==> config.mk <==
export PLATFORM = sky130hd
export DESIGN_NAME = pattern_counter
export DESIGN_NICKNAME = d
export VERILOG_FILES = /design/src/rtl/pattern_counter.sv
export SDC_FILE = /design/constraint.sdc
export NUM_CORES = 1
export LEC_CHECK = 0
export ABC_AREA = 1
export BUFFER_PORTS_ARGS = -buffer_cell sky130_fd_sc_hd__buf_2
export CAP_MARGIN = 30
export CORE_UTILIZATION = 55
export CTS_BUF_LIST = sky130_fd_sc_hd__clkbuf_2 sky130_fd_sc_hd__clkbuf_4 sky130_fd_sc_hd__clkbuf_8
export CTS_CLUSTER_SIZE = 12
export DETAILED_ROUTE_END_ITERATION = 6
export PLACE_DENSITY_LB_ADDON = 0.1
export RECOVER_POWER = 25
export REMOVE_ABC_BUFFERS = 1
export SLEW_MARGIN = 40
export SYNTH_ARGS = -nofsm -noshare
export SYNTH_HDL_FRONTEND = slang
export SYNTH_SLANG_ARGS = --single-unit
==> constraint.sdc <==
create_clock -name clk -period 2.6 [get_ports clk]
set_clock_uncertainty 0.15 [all_clocks]
set_input_delay 0.26 -clock clk [delete_from_list [all_inputs] [get_ports clk]]
set_output_delay 0.26 -clock clk [all_outputs]
set_load 0.03 [all_outputs]
==> src/rtl/pattern_counter.sv <==
// Multi-mode pattern counter stepped by a prescaler tick or a manual STEP edge.
// Optional Gray-code output is enabled by defining PATTERN_COUNTER_GRAY_EN.
module pattern_counter #(
  parameter int unsigned WIDTH    = 10,
  parameter int unsigned DIV_BITS = 23,
  parameter logic [WIDTH-1:0] PAT_A = WIDTH'(10'h2AA),
  parameter logic [WIDTH-1:0] PAT_B = WIDTH'(10'h155)
) (
  input  logic             clk,
  input  logic             rst_n,
  input  logic             en,
  input  logic             alt_sel,
  input  logic             step,
  input  logic [2:0]       mode,
  input  logic             clr,
  input  logic             load_a,
  input  logic             load_b,
  output logic [WIDTH-1:0] cnt,
  output logic [WIDTH-1:0] gray,
  output logic             wrap,
  output logic             tick,
  output logic [1:0]       act
);

  logic [DIV_BITS-1:0] presc;
  logic                step_d;
  logic [1:0]          act_cnt;
  logic                step_evt;
  logic                wrap_nxt;
  logic [WIDTH-1:0]    step_val;
  logic [WIDTH-1:0]    next_cnt;

  assign tick = &presc;
  // Outputs sink current, so the indicator is inverted and bit-swapped.
  assign act  = {~act_cnt[0], ~act_cnt[1]};

  always_comb begin
    step_evt = en & (alt_sel ? (step & ~step_d) : tick);
    step_val = cnt;
    case (mode)
      3'd0:    step_val = cnt + WIDTH'(1);
      3'd1:    step_val = cnt - WIDTH'(1);
      3'd2:    step_val = cnt << 1;
      3'd3:    step_val = cnt >> 1;
      3'd4:    step_val = {cnt[WIDTH-2:0], cnt[WIDTH-1]};
      3'd5:    step_val = {cnt[0], cnt[WIDTH-1:1]};
      default: step_val = cnt;
    endcase

    wrap_nxt = 1'b0;
    if (clr)
      next_cnt = '0;
    else if (load_a)
      next_cnt = PAT_A;
    else if (load_b)
      next_cnt = PAT_B;
    else if (step_evt) begin
      next_cnt = step_val;
      wrap_nxt = ((mode == 3'd0) && (&cnt)) || ((mode == 3'd1) && (cnt == '0));
    end else
      next_cnt = cnt;
  end

  always_ff @(posedge clk or negedge rst_n) begin
    if (!rst_n) begin
      presc   <= '0;
      step_d  <= 1'b0;
      act_cnt <= 2'd0;
      cnt     <= '0;
      wrap    <= 1'b0;
    end else begin
      presc   <= presc + DIV_BITS'(1);
      step_d  <= step;
      if (tick)
        act_cnt <= act_cnt + 2'd1;
      cnt     <= next_cnt;
      wrap    <= wrap_nxt;
    end
  end

`ifdef PATTERN_COUNTER_GRAY_EN
  // Registered from next_cnt so gray always matches the current cnt.
  always_ff @(posedge clk or negedge rst_n) begin
    if (!rst_n)
      gray <= '0;
    else
      gray <= next_cnt ^ (next_cnt >> 1);
  end
`else
  assign gray = '0;
`endif

endmodule
==> results.json <==
{
  "port_buffers": 24,
  "synth_top_area_share_pct": 36.6,
  "failed_checks": "negative setup slack",
  "layout_setup_ws_ns": -0.0160,
  "slew_violations": 0,
  "cp_max_fo": 5,
  "syn2layout_area_growth_pct": 12.0,
  "crit_type": "register to output pin",
  "viasPerCell": 5.26,
  "dp_hpwl_mm": 4.32,
  "power.leakage_nw": 1.48,
  "ir_drop_mv": 0.294,
  "cts_resized": 0,
  "arrival_ns": 2.21,
  "power.density_mw_per_mm2": 495,
  "ys_types": 38,
  "clockBufferDepth": 2,
  "maxCapViolCount": 0,
  "rsz0062_at_grt": "true",
  "die_x_um": 69.8,
  "syn_area_per_cell_sq_um": 7.46,
  "ios": 35,
  "fin_crit_ns": 2.62,
  "grt_max_degree": 38,
  "rows": 24,
  "initial_utilization_pct": 57.7,
  "clk_latency_ns": 0.29,
  "cts.clk_slew.worst_paths_ns": 0.08,
  "cp-end-kind": "output pin",
  "gp_congestion": 0.901,
  "wl_met3_um": 252,
  "path_cells": "ha_1 > nand2_2 > nor2_4 > nand4_4 > nor4_4 > nand4_1 > nor3_2 > buf_2",
  "final_hold_viol_count": 0,
  "wl_mm": 5.63,
  "yosys-top-cells-area": "dfrtp_1 (37%), nand2_1 (13%), inv_1 (6.5%), nand3_1 (5.5%), xor2_1 (4.8%)",
  "relSlewSlack_pct": 42.0,
  "first_pass_iters": 7,
  "netlist.top_cell.by_area": "dfrtp_1",
  "wl_per_cell_um": 13.1,
  "final_nets": 389,
  "core_sq_mm": 0.00438,
  "cp_slowest_cell": "dfrtp_1",
  "ant_nets": 0,
  "cts.sinks": 37,
  "fmax_ghz": 0.382,
  "synth_cells": 339,
  "worstMarginPinSlew_ns": 0.870,
  "cts_tree": "built",
  "yosysSeqAreaShare_pct": 36.6,
  "grt-ovfl-total": 0,
  "ys_seq_elements": 37,
  "met1_length_mm": 2.50,
  "first_global_vias": 2080,
  "drtIter0Drc": 163,
  "period_share_pct": 101,
  "cp.required_ns": 2.19,
  "drive_gt1_share_pct": 17.8,
  "grt_pass1_wl_mm": 9.41,
  "n_antenna_cell": 0,
  "synthesis.area_sq_mm": 0.00253,
  "die_h_um": 69.8,
  "critPathBufInv": 1,
  "setup.worst_path.start_class": "register",
  "path_delay_family": "simple AND/OR/NAND/NOR gates",
  "power_mw": 1.40,
  "drc": 0,
  "root_buffer": "clkbuf_8",
  "hold_path_class": "primary input to register",
  "max_stage_delay_ns": 0.36,
  "ctsHtreeMaxLevel": 2,
  "antenna_found_initial": 0,
  "status": "finished, violations left",
  "yosysWarnings": 0,
  "grt_usage_pct": 24.6,
  "setup_viol": 1,
  "tns_ns": -0.0160,
  "wl_met2_mm": 2.75,
  "die_area_sq_mm": 0.00487,
  "highest_layer": "met4",
  "cts-buffers-inserted": 5,
  "vias": 2252
}
## cell usage in the layout, fill, tap and decap left out, types with 7 or more instances in the layout
cell	instances
a21oi_1	10
buf_2	23
conb_1	10
dfrtp_1	37
inv_1	44
nand2_1	86
nand2_2	7
nand3_1	28
nand4_1	7
nor2_1	29
o21ai_0	14
xnor2_1	7
xor2_1	14
## layout make-up
cell class | count | area (sq um)
clock buffers | 6 | 82.6
clock inverters | 2 | 37.5
fillers | 418 | 1550
inverters | 49 | 186
multi-input cells | 250 | 1350
flip-flops and latches | 37 | 926
well taps | 52 | 65.1
repair buffers | 32 | 185
## Yosys cell counts, drive strengths merged
cell and n:
clkinv 2, o21ai 14, dfrtp 37, xnor2 7
nor2 34, nor4 3, or2 3, a221oi 3
a41oi 1, nand3 29, conb 1, inv 47
o21ba 1, a31oi 1, o22ai 4, o221ai 1
a21oi 11, ha 3, buf 11, clkbuf 1
nor3 4, o21bai 1, o41ai 2, nand4 8
xor2 14, nand2 96
## metrics by stage
| step | util [%] | instances | area (sq um) | hold WS [ns] | setup WS (ns) |
|---|---|---|---|---|---|
| 2_1_floorplan | - | 336 | 2460 | -0.186 | 0.444 |
| 3_3_place_gp | 60.8 | 414 | 2660 | 0.230 | 0.382 |
| 3_5_place_dp | 60.8 | 414 | 2660 | 0.234 | 0.318 |
| 4_1_cts | 64.0 | 424 | 2800 | 0.0738 | 0.000925 |
| 5_1_grt | 64.6 | 428 | 2830 | 0.0990 | -0.201 |
| 6_report | 64.6 | 428 | 2830 | 0.0845 | -0.0160 |
## cell families (layout without fill, tap and decap cells)
family,count (synthesis),count (layout),synth area share (%)
AO/OA/AOI/OAI,39,39,9.45
AND/OR/NAND/NOR,177,177,33.7
adder cells (fa/ha/maj),3,3,1.48
buffers and inverters,61,89,11.3
other,1,10,0.148
flip-flops,37,37,36.6
XOR/XNOR,21,21,7.27
## worst min-delay path, cell delays in order
cell and delay [ns]:
buf_2 0.09, nand3_1 0.09, nor2_1 0.05
## sequential cells by signal, indices dropped and copies added, names as in the netlist
| signal | count |
|---|---|
| step_d | 1 |
| wrap | 1 |
| presc | 23 |
| cnt | 10 |
| act_cnt | 2 |
## layer usage
layer | vias up | track usage [%]
li1 | 1143 | -
met1 | 1032 | 31.2
met2 | 65 | 42.1
met3 | 12 | 3.78
met4 | 0 | 9.56
met5 | - | 0
## path summary, 6_finish.rpt
check,start,endpoint,slack (ns),cells past startpoint
max,presc[0]$_DFF_PN0_,tick,-0.02,8
max reg2reg,presc[0]$_DFF_PN0_,act_cnt[0]$_DFFE_PN0N_,0.45,10
min in group asynchronous,rst_n,wrap$_DFF_PN0_,0.46,2
min reg2reg,presc[0]$_DFF_PN0_,presc[0]$_DFF_PN0_,0.30,1
max in group asynchronous,rst_n,presc[9]$_DFF_PN0_,1.28,2
min,en,wrap$_DFF_PN0_,0.08,3
## power breakdown
| group | internal (mW) | leakage (nW) | switching, mW |
|---|---|---|---|
| logic | 0.0788 | 0.937 | 0.194 |
| clock network | 0.312 | 0.0574 | 0.202 |
| registers | 0.589 | 0.490 | 0.0267 |
| total | 0.979 | 1.48 | 0.423 |
## timing repair
item,CTS,global route
hold buffers,2,0
endpoints found under the setup margin,0,1
endpoints found under the hold margin,38,0
buffers inserted,0,4
Note: power is estimated with default switching activity, not from simulation.
